$ cat src/rtl/fv_obi_mem_arbiter.sv
// Two-port OBI round-robin arbiter onto one memory port, with in-order response routing.
// Optional checking (sticky protocol_err_o, SVA asserts/covers) enabled by FV_OBI_ARB_ASSERT_EN.
module fv_obi_mem_arbiter #(
    parameter int unsigned ADDR_WIDTH      = 32,
    parameter int unsigned DATA_WIDTH      = 32,
    parameter int unsigned MAX_OUTSTANDING = 2
) (
    input  logic                      clk,
    input  logic                      reset_n,
    input  logic [1:0]                s_req_i,
    input  logic [2*ADDR_WIDTH-1:0]   s_addr_i,
    input  logic [1:0]                s_we_i,
    input  logic [2*DATA_WIDTH/8-1:0] s_be_i,
    input  logic [2*DATA_WIDTH-1:0]   s_wdata_i,
    output logic [1:0]                s_gnt_o,
    output logic [1:0]                s_rvalid_o,
    output logic [DATA_WIDTH-1:0]     s_rdata_o,
    output logic                      s_err_o,
    output logic                      m_req_o,
    output logic [ADDR_WIDTH-1:0]     m_addr_o,
    output logic                      m_we_o,
    output logic [DATA_WIDTH/8-1:0]   m_be_o,
    output logic [DATA_WIDTH-1:0]     m_wdata_o,
    input  logic                      m_gnt_i,
    input  logic                      m_rvalid_i,
    input  logic [DATA_WIDTH-1:0]     m_rdata_i,
    input  logic                      m_err_i,
    output logic                      protocol_err_o
);

    localparam int unsigned BE_WIDTH = DATA_WIDTH / 8;
    localparam int unsigned PTR_W    = (MAX_OUTSTANDING > 1) ? $clog2(MAX_OUTSTANDING) : 1;
    localparam int unsigned CNT_W    = $clog2(MAX_OUTSTANDING + 1);
    localparam logic [CNT_W-1:0] CNT_FULL = CNT_W'(MAX_OUTSTANDING);
    localparam logic [PTR_W-1:0] PTR_LAST = PTR_W'(MAX_OUTSTANDING - 1);

    localparam logic [0:0] ST_IDLE   = 1'b0;
    localparam logic [0:0] ST_LOCKED = 1'b1;

    if (MAX_OUTSTANDING < 1 || MAX_OUTSTANDING > 8) begin : g_bad_param
        $error("MAX_OUTSTANDING must be in 1..8");
    end

    logic [0:0]                 state_q, state_d;
    logic                       owner_q;
    logic                       rr_last_q;
    logic [MAX_OUTSTANDING-1:0] fifo_q;
    logic [PTR_W-1:0]           wr_ptr_q, rd_ptr_q;
    logic [CNT_W-1:0]           count_q;

    logic sel, sel_valid, fifo_full, fifo_empty, push, pop, head;

    assign fifo_full  = (count_q == CNT_FULL);
    assign fifo_empty = (count_q == '0);
    assign head       = fifo_q[rd_ptr_q];

    // State register
    always_ff @(posedge clk or negedge reset_n) begin
        if (!reset_n) state_q <= ST_IDLE;
        else          state_q <= state_d;
    end

    // Selection, address-phase mux and next state
    always_comb begin
        state_d   = state_q;
        sel       = 1'b0;
        sel_valid = 1'b0;
        m_req_o   = 1'b0;
        m_addr_o  = '0;
        m_we_o    = 1'b0;
        m_be_o    = '0;
        m_wdata_o = '0;
        s_gnt_o   = 2'b00;

        case (state_q)
            ST_LOCKED: begin
                sel       = owner_q;
                sel_valid = 1'b1;
            end
            default: begin
                if (!fifo_full) begin
                    case (s_req_i)
                        2'b01:   begin sel = 1'b0;       sel_valid = 1'b1; end
                        2'b10:   begin sel = 1'b1;       sel_valid = 1'b1; end
                        2'b11:   begin sel = ~rr_last_q; sel_valid = 1'b1; end
                        default: begin sel = 1'b0;       sel_valid = 1'b0; end
                    endcase
                end
            end
        endcase

        if (sel_valid) begin
            m_req_o   = s_req_i[sel];
            m_addr_o  = sel ? s_addr_i[2*ADDR_WIDTH-1:ADDR_WIDTH] : s_addr_i[ADDR_WIDTH-1:0];
            m_we_o    = s_we_i[sel];
            m_be_o    = sel ? s_be_i[2*BE_WIDTH-1:BE_WIDTH] : s_be_i[BE_WIDTH-1:0];
            m_wdata_o = sel ? s_wdata_i[2*DATA_WIDTH-1:DATA_WIDTH] : s_wdata_i[DATA_WIDTH-1:0];
        end
        s_gnt_o[sel] = m_gnt_i & m_req_o;

        case (state_q)
            ST_LOCKED: if (m_gnt_i) state_d = ST_IDLE;
            default:   if (m_req_o && !m_gnt_i) state_d = ST_LOCKED;
        endcase
    end

    assign push = m_req_o & m_gnt_i;
    assign pop  = m_rvalid_i & ~fifo_empty;

    // Arbitration history and ownership FIFO
    always_ff @(posedge clk or negedge reset_n) begin
        if (!reset_n) begin
            owner_q   <= 1'b0;
            rr_last_q <= 1'b0;
            fifo_q    <= '0;
            wr_ptr_q  <= '0;
            rd_ptr_q  <= '0;
            count_q   <= '0;
        end else begin
            if (state_q == ST_IDLE && m_req_o && !m_gnt_i) owner_q <= sel;
            if (push) begin
                rr_last_q        <= sel;
                fifo_q[wr_ptr_q] <= sel;
                wr_ptr_q         <= (wr_ptr_q == PTR_LAST) ? '0 : wr_ptr_q + PTR_W'(1);
            end
            if (pop) rd_ptr_q <= (rd_ptr_q == PTR_LAST) ? '0 : rd_ptr_q + PTR_W'(1);
            if (push && !pop)      count_q <= count_q + CNT_W'(1);
            else if (pop && !push) count_q <= count_q - CNT_W'(1);
        end
    end

    // Response routing back to the oldest owner
    always_comb begin
        s_rvalid_o       = 2'b00;
        s_rvalid_o[head] = pop;
    end
    assign s_rdata_o = m_rdata_i;
    assign s_err_o   = m_err_i;

`ifdef FV_OBI_ARB_ASSERT_EN
    logic [ADDR_WIDTH-1:0] lock_addr_q;
    logic                  lock_we_q;
    logic [BE_WIDTH-1:0]   lock_be_q;
    logic [DATA_WIDTH-1:0] lock_wdata_q;
    logic                  err_q;
    logic                  stray_rvalid, lock_viol, gnt_no_req;

    // Payload snapshot taken when the lock forms; it must hold until gnt
    always_ff @(posedge clk or negedge reset_n) begin
        if (!reset_n) begin
            lock_addr_q  <= '0;
            lock_we_q    <= 1'b0;
            lock_be_q    <= '0;
            lock_wdata_q <= '0;
            err_q        <= 1'b0;
        end else begin
            if (state_q == ST_IDLE && m_req_o && !m_gnt_i) begin
                lock_addr_q  <= m_addr_o;
                lock_we_q    <= m_we_o;
                lock_be_q    <= m_be_o;
                lock_wdata_q <= m_wdata_o;
            end
            if (stray_rvalid || lock_viol || gnt_no_req) err_q <= 1'b1;
        end
    end

    assign stray_rvalid = m_rvalid_i & fifo_empty;
    assign lock_viol    = (state_q == ST_LOCKED) &&
                          (!m_req_o || m_addr_o != lock_addr_q || m_we_o != lock_we_q ||
                           m_be_o != lock_be_q || m_wdata_o != lock_wdata_q);
    assign gnt_no_req   = m_gnt_i & ~m_req_o;
    assign protocol_err_o = err_q;

    a_stray_rvalid: assert property (@(posedge clk) disable iff (!reset_n) !stray_rvalid);
    a_lock_stable:  assert property (@(posedge clk) disable iff (!reset_n) !lock_viol);
    a_gnt_no_req:   assert property (@(posedge clk) disable iff (!reset_n) !gnt_no_req);
    a_gnt_onehot:   assert property (@(posedge clk) disable iff (!reset_n) $onehot0(s_gnt_o));
    a_rv_onehot:    assert property (@(posedge clk) disable iff (!reset_n) $onehot0(s_rvalid_o));
    a_count_max:    assert property (@(posedge clk) disable iff (!reset_n) count_q <= CNT_FULL);

    c_fifo_full:    cover property (@(posedge clk) disable iff (!reset_n) fifo_full);
    c_push_pop:     cover property (@(posedge clk) disable iff (!reset_n) push && pop);
    c_contend:      cover property (@(posedge clk) disable iff (!reset_n) s_req_i == 2'b11);
`else
    assign protocol_err_o = 1'b0;
`endif

endmodule

$ cat config.mk
export PLATFORM = sky130hd
export DESIGN_NAME = fv_obi_mem_arbiter
export DESIGN_NICKNAME = d
export VERILOG_FILES = /design/src/rtl/fv_obi_mem_arbiter.sv
export SDC_FILE = /design/constraint.sdc
export NUM_CORES = 1
export LEC_CHECK = 0
export ABC_AREA = 0
export BUFFER_PORTS_ARGS = -buffer_cell sky130_fd_sc_hd__buf_2
export CORE_AREA = 5 5 106 108
export CTS_CLUSTER_SIZE = 28
export DETAILED_ROUTE_END_ITERATION = 12
export DIE_AREA = 0 0 111 113
export GPL_ROUTABILITY_DRIVEN = 1
export GPL_TIMING_DRIVEN = 0
export PLACE_DENSITY = 0.65
export SLEW_MARGIN = 20
export SYNTH_ARGS = -nofsm -noshare
export SYNTH_HDL_FRONTEND = slang
export SYNTH_SLANG_ARGS = --single-unit
$ cat constraint.sdc
create_clock -name clk -period 2.7 [get_ports clk]
set_input_delay 0.54 -clock clk [delete_from_list [all_inputs] [get_ports clk]]
set_output_delay 0.54 -clock clk [all_outputs]
set_load 0.005 [all_outputs]
# Yosys cells after proc, flatten, opt, wreduce, memory -nomap -nowiden
# Index checks and enable logic that the tools add are counted.
# word_totals
ff_bits	9
in_bits	177
output_inout_bits	108
wordCells	77
# op_classes
add_sub_neg	4
n_lt_le_gt_ge	7
eq_ne	4
n_mux	34
n_bitwise	7
reduce_logical	14
# op_table
operator	n
two-way mux 32 bit	4
two-way mux 1 bit	21
logical AND 1 bit	8
less-than comparator 1 x 2 -> 1 bit, second input constant	4
two-way mux 4 bit	2
== test 2 bit, second input constant	3
bitwise AND 2 bit	2
two-way mux 2 bit	2
demux 1 bit (select 1 bit)	3
greater-or-equal comparator 1 bit, second input constant	3
logical NOT 1 bit	3
NOT 1 bit	3
OR reduction 3 bit	1
adder 1 bit, second input constant	2
adder 2 x 1 -> 2 bit, second input constant	1
bitwise AND 1 bit	2
bitwise mux 2 bit	1
== test 2 x 1 -> 1 bit, second input constant	1
logical NOT 2 bit	1
case mux 1 bit (2 select lines)	1
nonzero test 2 bit	1
subtractor 2 x 1 -> 2 bit, second input constant	1

# Depth between registers and ports, before layout
# Gate-level depths: netlist of run 1.
# logic_depth
word_depth	12
depth_mapped	8
ltp_nobuf	7

# Worst setup path after synthesis of run 1
# OpenSTA, ideal clock, no wires.
# synth_timing
kind	input-to-output
start	input s_req_i[1]
end	output m_addr_o[0]
arrival_ns	1.446
required_ns	2.160
setup_slack_ns	0.714
path_stages	6
n_path_buf	2
cell_sequence	nor2b_4 a32oi_2 buf_6 buf_12 mux2i_1 nor2_1
# synth_between
elab_chain_cells	6
word_cells_on_any_way	12
cone_classes	eq/ne: 3; mux: 8; reduce/logical: 1
# synth_rtl
element	line	text
start: declaration	10	input logic [1:0] s_req_i,
== test 2 bit / == test 2 x 1 -> 1 bit (equally long branches)	82	case (s_req_i)
case mux 1 bit (2 select lines) / OR reduction 3 bit (equally long branches)	n/a	
two-way mux 1 bit, on equally long branches	81, 82	
two-way mux 1 bit, on equally long branches	75, 81	
two-way mux 32 bit / two-way mux 1 bit (equally long branches)	94, 75	
two-way mux 32 bit (*)	92	if (sel_valid) begin
end: declaration	20	output logic [ADDR_WIDTH-1:0] m_addr_o,
# Every way passes the cells marked *; elsewhere a longest branch is shown, timed or not.

# Final worst setup path of run 1
# layout_timing
start	input s_req_i[1]
end	output m_wdata_o[21]
# layout_between
elab_chain_cells	6
word_cells_on_any_way	12
cone_classes	eq/ne: 3; mux: 8; reduce/logical: 1
# layout_rtl
element	line	text
== test 2 bit / == test 2 x 1 -> 1 bit (equally long branches)	82	
case mux 1 bit (2 select lines) / OR reduction 3 bit (equally long branches)	n/a	
two-way mux 1 bit, on equally long branches	81, 82	
two-way mux 1 bit, on equally long branches	75, 81	
two-way mux 32 bit / two-way mux 1 bit (equally long branches)	97, 75	
two-way mux 32 bit (*)	92	
end: declaration	23	output logic [DATA_WIDTH-1:0] m_wdata_o,
# Marks and branches as above.

==> results_dict.tcl, run 1 <==
set metrics [dict create \
    status "completed" \
    grt_pass1_wl_mm 12.1 \
    dpl.hpwl_mm 7.16 \
    timing.rr.start "state_q" \
    syn_nets 415 \
    irDropWorstVdd_v 0.000279 \
    cts-resized-gates 1 \
    cp_top_family "buffers and inverters" \
    p_leak_nw 2.27 \
    drv_cap 0 \
    layout_commonest_cell "buf_2" \
    finalClockSkew_ns 0.00433 \
    wl_met3_um 822 \
    dieArea_um2 12500 \
    crit_top_cell "buf_2" \
    synth_cells 237 \
    drive_gt1_frac 0.631 \
    initial_core_util 0.189 \
    diodes 0 \
    viasPerCell 4.08 \
    critPathRequiredTime_ns 2.16 \
    rsz0062_at_grt "yes" \
    start_kind "input port" \
    pin_count 285 \
    layout_setup_ws_ns 0.130 \
    worstPathCellList "buf_2, or2_2, a21oi_2, clkbuf_1, nor2_1, buf_2" \
    max_slew.worst_pin.slew_ns 0.520 \
    crit_buf_inv 3 \
    ys_warn_count 0 \
    post_synth_num_cell_types 31 \
    die_h_um 113 \
    reg2reg_to "count_q[1]" \
    ff2ff_path_depth 7 \
    std_cell_rows 37 \
    worstSetupEndpointType "output pin" \
    hold_violations 0 \
    grt_max_degree 11 \
    slowest_delay_ns 0.41 \
    hp-class "in2async" \
    fmax_ghz 0.389 \
    final.setup.tns_ns 0 \
    setup_viol 0 \
    wl_met2_mm 4.27 \
    final_cell_mix "buf_2 (253), nor2_1 (75), mux2i_1 (70)" \
    fin_crit_sh 0.952 \
    clock-root-buffer "clkbuf_8" \
    met1_length_mm 2.93 \
    num-nets-final 670 \
    critPathMaxFanout 10 \
    gp_congestion 0.877 \
    synth-seq-cells 9 \
    cts_setup_buffers 0 \
    die_w_um 111 \
    final-max-slew-violation-count 0 \
    clk_path_buf_depth 2 \
    path_clk_slew_ns 0.05 \
    slowest_stage "a21oi_2" \
    route.detailed.drc 0 \
    htree_levels 1 \
    yosysSeqAreaShare 0.117 \
    maxSlewHeadroom 0.649 \
    dr.first_iter.drc_count 67 \
    period_needed_ns 2.57 \
    highest_layer "met4" \
    cts_buffers 3 \
    first_pass_iters 4 \
    wl_mm 8.08 \
    grt_usage 0.113 \
    pre_cts_ws_ns -0.0645 \
    coreArea_um2 10100 \
    ff2ff_setup_slack_ns 0.85 \
    syn_area_um2 1920 \
    portBuffers 250 \
    cts_hold_buf 0 \
    syn_to_final_growth_pct 76.5 \
    drt-wirelength-per-cell_um 12.9 \
    synth_area_per_cell_um2 8.10 \
    whs_ns 0.144 \
    cts_tree "built" \
    antenna_left 0 \
    cts_sinks 9 \
    vias 2556 \
    antenna_found_initial 0 \
    crit_type "in2out" \
    grt_pass1_vias 2582 \
    arrival_ns 2.03 \
    worstSkewPairLatency_ns 0.23 \
    power.density_nw_per_um2 698 \
    power_mw 2.37 \
    overflow 0 \
]
-- through the flow --
step	std cells	utilization	area [um2]
CTS	627	0.334	3390
finish	627	0.334	3390
global route	627	0.334	3390
global placement	623	0.330	3340
floorplan	237	-	1920
detailed placement	623	0.330	3340
-- flip-flops by register name, summed over array words and instances, names as in the netlist --
name,flops
state_q,1
fifo_q,2
rd_ptr_q,1
owner_q,1
rr_last_q,1
wr_ptr_q,1
count_q,2
-- cells in the mapped netlist, drive strengths merged --
cell type	number	share of area
o211a	1	0.0052
o21ai	3	0.0078
ha	1	0.0065
mux2i	70	0.37
conb	1	0.0020
nor2	75	0.15
inv	2	0.0039
o2111ai	1	0.0078
nand2	4	0.0078
nand2b	1	0.0072
xor2	2	0.0091
dfrtp	9	0.12
xnor2	2	0.0091
or3b	2	0.0091
a32oi	1	0.0085
a32o	1	0.0052
mux2	2	0.012
and3	1	0.0033
a21boi	1	0.0039
a21oi	2	0.0072
clkbuf	4	0.0078
nor2b	2	0.010
or2	2	0.0065
nand3	1	0.0052
buf	46	0.23
-- cell families (layout without fill, tap and decap cells) --
family,count (synthesis),in the layout,synth area share
AND/OR/NAND/NOR,88,88,0.196
multiplexers,72,72,0.377
buffers and inverters,52,306,0.237
AO/OA/AOI/OAI,10,10,0.0456
flip-flops,9,9,0.117
XOR/XNOR,4,4,0.0183
adder cells (fa/ha/maj),1,1,0.00652
other,1,1,0.00195
-- metal layers --
layer,track usage,up-vias
met5,0,-
met3,0.0337,6
met1,0.123,1117
met2,0.220,168
met4,0.0156,0
li1,-,1265
-- report_power, final --
| group | leakage [nW] | switching, mW | internal (mW) |
|---|---|---|---|
| logic | 2.14 | 0.917 | 1.03 |
| clock network | 0.0228 | 0.0549 | 0.103 |
| registers | 0.110 | 0.0603 | 0.197 |
| total | 2.27 | 1.03 | 1.33 |
-- how the worst max path moves through the flow --
stage	to	start	slack, ns	depth (start not counted)
2_1_floorplan	m_addr_o[0]	s_req_i[1]	0.71	6
3_3_place_gp	m_wdata_o[8]	s_req_i[1]	-0.02	6
3_5_place_dp	m_wdata_o[8]	s_req_i[1]	-0.06	6
4_1_cts	m_wdata_o[21]	s_req_i[1]	0.03	6
5_1_grt	m_wdata_o[21]	s_req_i[1]	-0.002	6
6_report	m_wdata_o[21]	s_req_i[1]	0.13	6
-- cell type report --
cell class | count | area (um2)
Timing Repair Buffer | 250 | 1250
Clock buffer | 4 | 45.0
Fill cell | 1075 | 6750
Sequential cell | 9 | 225
Multi-Input combinational cell | 176 | 1240
Buffer | 50 | 450
Inverter | 2 | 7.51
Tap cell | 136 | 170
-- worst register-to-register path: stages, from the launching register on --
cell and delay, ns:
dfrtp_1 0.36, buf_6 0.14, or3b_1 0.38, o2111ai_2 0.18
inv_1 0.08, ha_1 0.32, nor2_1 0.16, xor2_1 0.16
Note: power is estimated with default switching activity, not from simulation.
==> inputs of run 2 (changes only) <==
--- a/config.mk
+++ b/config.mk
@@ -7,13 +7,12 @@
 export LEC_CHECK = 0
 export ABC_AREA = 0
 export BUFFER_PORTS_ARGS = -buffer_cell sky130_fd_sc_hd__buf_2
-export CORE_AREA = 5 5 106 108
+export CORE_AREA = 2 2 109 111
 export CTS_CLUSTER_SIZE = 28
 export DETAILED_ROUTE_END_ITERATION = 12
 export DIE_AREA = 0 0 111 113
 export GPL_ROUTABILITY_DRIVEN = 1
 export GPL_TIMING_DRIVEN = 0
-export PLACE_DENSITY = 0.65
 export SLEW_MARGIN = 20
 export SYNTH_ARGS = -nofsm -noshare
 export SYNTH_HDL_FRONTEND = slang
==> results_dict.tcl, run 2 (same netlist as run 1, synthesis figures left out) <==
set metrics [dict create \
    status "completed" \
    p_leak_nw 2.29 \
    grt_pass1_wl_mm 11.9 \
    timing.rr.start "state_q" \
    multi_input_area_um2 1250 \
    initial_core_util 0.170 \
    cts-resized-gates 2 \
    drt-wirelength-per-cell_um 12.7 \
    first_pass_iters 3 \
    antenna_left 0 \
    placed_area_um2 3350 \
    power.density_nw_per_um2 720 \
    pre_cts_ws_ns -0.259 \
    start_kind "input port" \
    final_cell_mix "buf_2 (253), nor2_1 (75), mux2i_1 (70)" \
    p_int_mw 1.43 \
    ff_latch_area_um2 225 \
    cts_setup_buffers 0 \
    overflow 0 \
    clock-root-buffer "clkbuf_16" \
    critPathMaxFanout 10 \
    final.setup.tns_ns 0 \
    gp_congestion 0.852 \
    cts_sinks 9 \
    final-max-slew-violation-count 0 \
    crit_buf_inv 3 \
    slowest_stage "clkbuf_2" \
    grt_max_degree 11 \
    critPathRequiredTime_ns 2.16 \
    drv_cap 0 \
    hp-class "in2async" \
    stdcell_count 635 \
    rsz0062_at_grt "no" \
    cp_top_family "buffers and inverters" \
    pin_count 285 \
    cts_tree "built" \
    htree_levels 1 \
    arrival_ns 1.95 \
    crit_top_cell "buf_2" \
    dpl.hpwl_mm 7.21 \
    max_slew.worst_pin.slew_ns 0.543 \
    netSwitchingPower_mw 1.05 \
    dieArea_um2 12500 \
    period_needed_ns 2.49 \
    cts_buffers 3 \
    setup_viol 0 \
    die_h_um 113 \
    worstSetupEndpointType "output pin" \
    nFillCells 1222 \
    clk_path_buf_depth 2 \
    finalClockSkew_ns 0.00192 \
    whs_ns 0.158 \
    vias 2548 \
    num-nets-final 670 \
    worstSkewPairLatency_ns 0.23 \
    layout_commonest_cell "buf_2" \
    wl_mm 8.05 \
    antenna_found_initial 3 \
    dp.cells 630 \
    fmax_ghz 0.401 \
    seqPwrFrac 0.105 \
    hold_violations 0 \
    coreArea_um2 11300 \
    finalInstanceArea_um2 3440 \
    reg_top3 "count_q: 2 flops, fifo_q: 2 flops" \
    cts_hold_buf 0 \
    maxSlewHeadroom 0.634 \
    slowest_delay_ns 0.41 \
    comb_power_share 0.791 \
    path_clk_slew_ns 0.04 \
    dr.first_iter.drc_count 21 \
    drive_gt1_frac 0.629 \
    swShare 0.423 \
    route.detailed.drc 0 \
    grt_usage 0.116 \
    clkPwrFrac 0.104 \
    layout_setup_ws_ns 0.206 \
    die_w_um 111 \
    viasPerCell 4.01 \
    crit_type "in2out" \
    worstPathCellList "buf_2, or2_2, a21oi_4, clkbuf_2, nor2_1, buf_2" \
    syn_to_final_growth_pct 79.2 \
    critPathLaunch "s_req_i[1]" \
    std_cell_rows 39 \
    fin_crit_sh 0.924 \
    portBuffers 250 \
    grt_pass1_vias 2440 \
    irDropWorstVdd_v 0.000428 \
]
-- run 2: worst paths after layout --
kind | end | slack, ns | depth (start not counted)
worst max register to register | count_q[1] | 0.90 | 7
max in group asynchronous | owner_q | 2.36 | 1
worst min register to register | rd_ptr_q | 0.50 | 1
worst min-delay path | fifo_q[0] | 0.16 | 1
min in group clk | rd_ptr_q | 0.50 | 1
worst max-delay path | m_wdata_o[4] | 0.21 | 6
-- run 2: power groups by stage --
stage | Sequential (mW) | Clock [mW] | Combinational [mW]
3_3_place_gp | 0.256 | 0 | 1.96
2_1_floorplan | 0.246 | 0 | 1.27
5_1_grt | 0.269 | 0.270 | 2.16
3_5_place_dp | 0.261 | 0 | 1.99
4_1_cts | 0.259 | 0.263 | 2.00
6_report | 0.259 | 0.258 | 1.96
-- run 2: worst reg2reg max path, delay by kind of cell (launching register included) --
family,cells,cell delay [ns]
compound gates,1,0.18
xor+xnor,1,0.14
fa+ha+maj,1,0.31
buf+inv,2,0.22
flops,1,0.37
simple gates,2,0.51
-- run 2: metrics by stage --
| step | total power [mW] | util |
|---|---|---|
| global placement | 2.22 | 0.297 |
| floorplan | 1.52 | - |
| finish | 2.48 | 0.305 |
| CTS | 2.52 | 0.305 |
| global route | 2.70 | 0.305 |
| detailed placement | 2.25 | 0.297 |
-- run 2: cell type report --
type                       instances  area share
antenna                            1    0.000728
multi-input combinational        176       0.362
tap                              143      0.0520
sequential                         9      0.0655
timing repair buffer             250       0.364
inverter                           2     0.00218
clock buffer                       4      0.0229
buffer                            50       0.131
-- run 2: layer usage --
| metal | track usage | up-vias | share of wire |
|---|---|---|---|
| li1 | - | 1265 | - |
| met1 | 0.123 | 1106 | 0.36 |
| met2 | 0.233 | 171 | 0.53 |
| met3 | 0.0279 | 6 | 0.095 |
| met4 | 0.0250 | 0 | 0.016 |
| met5 | 0 | - | 0 |
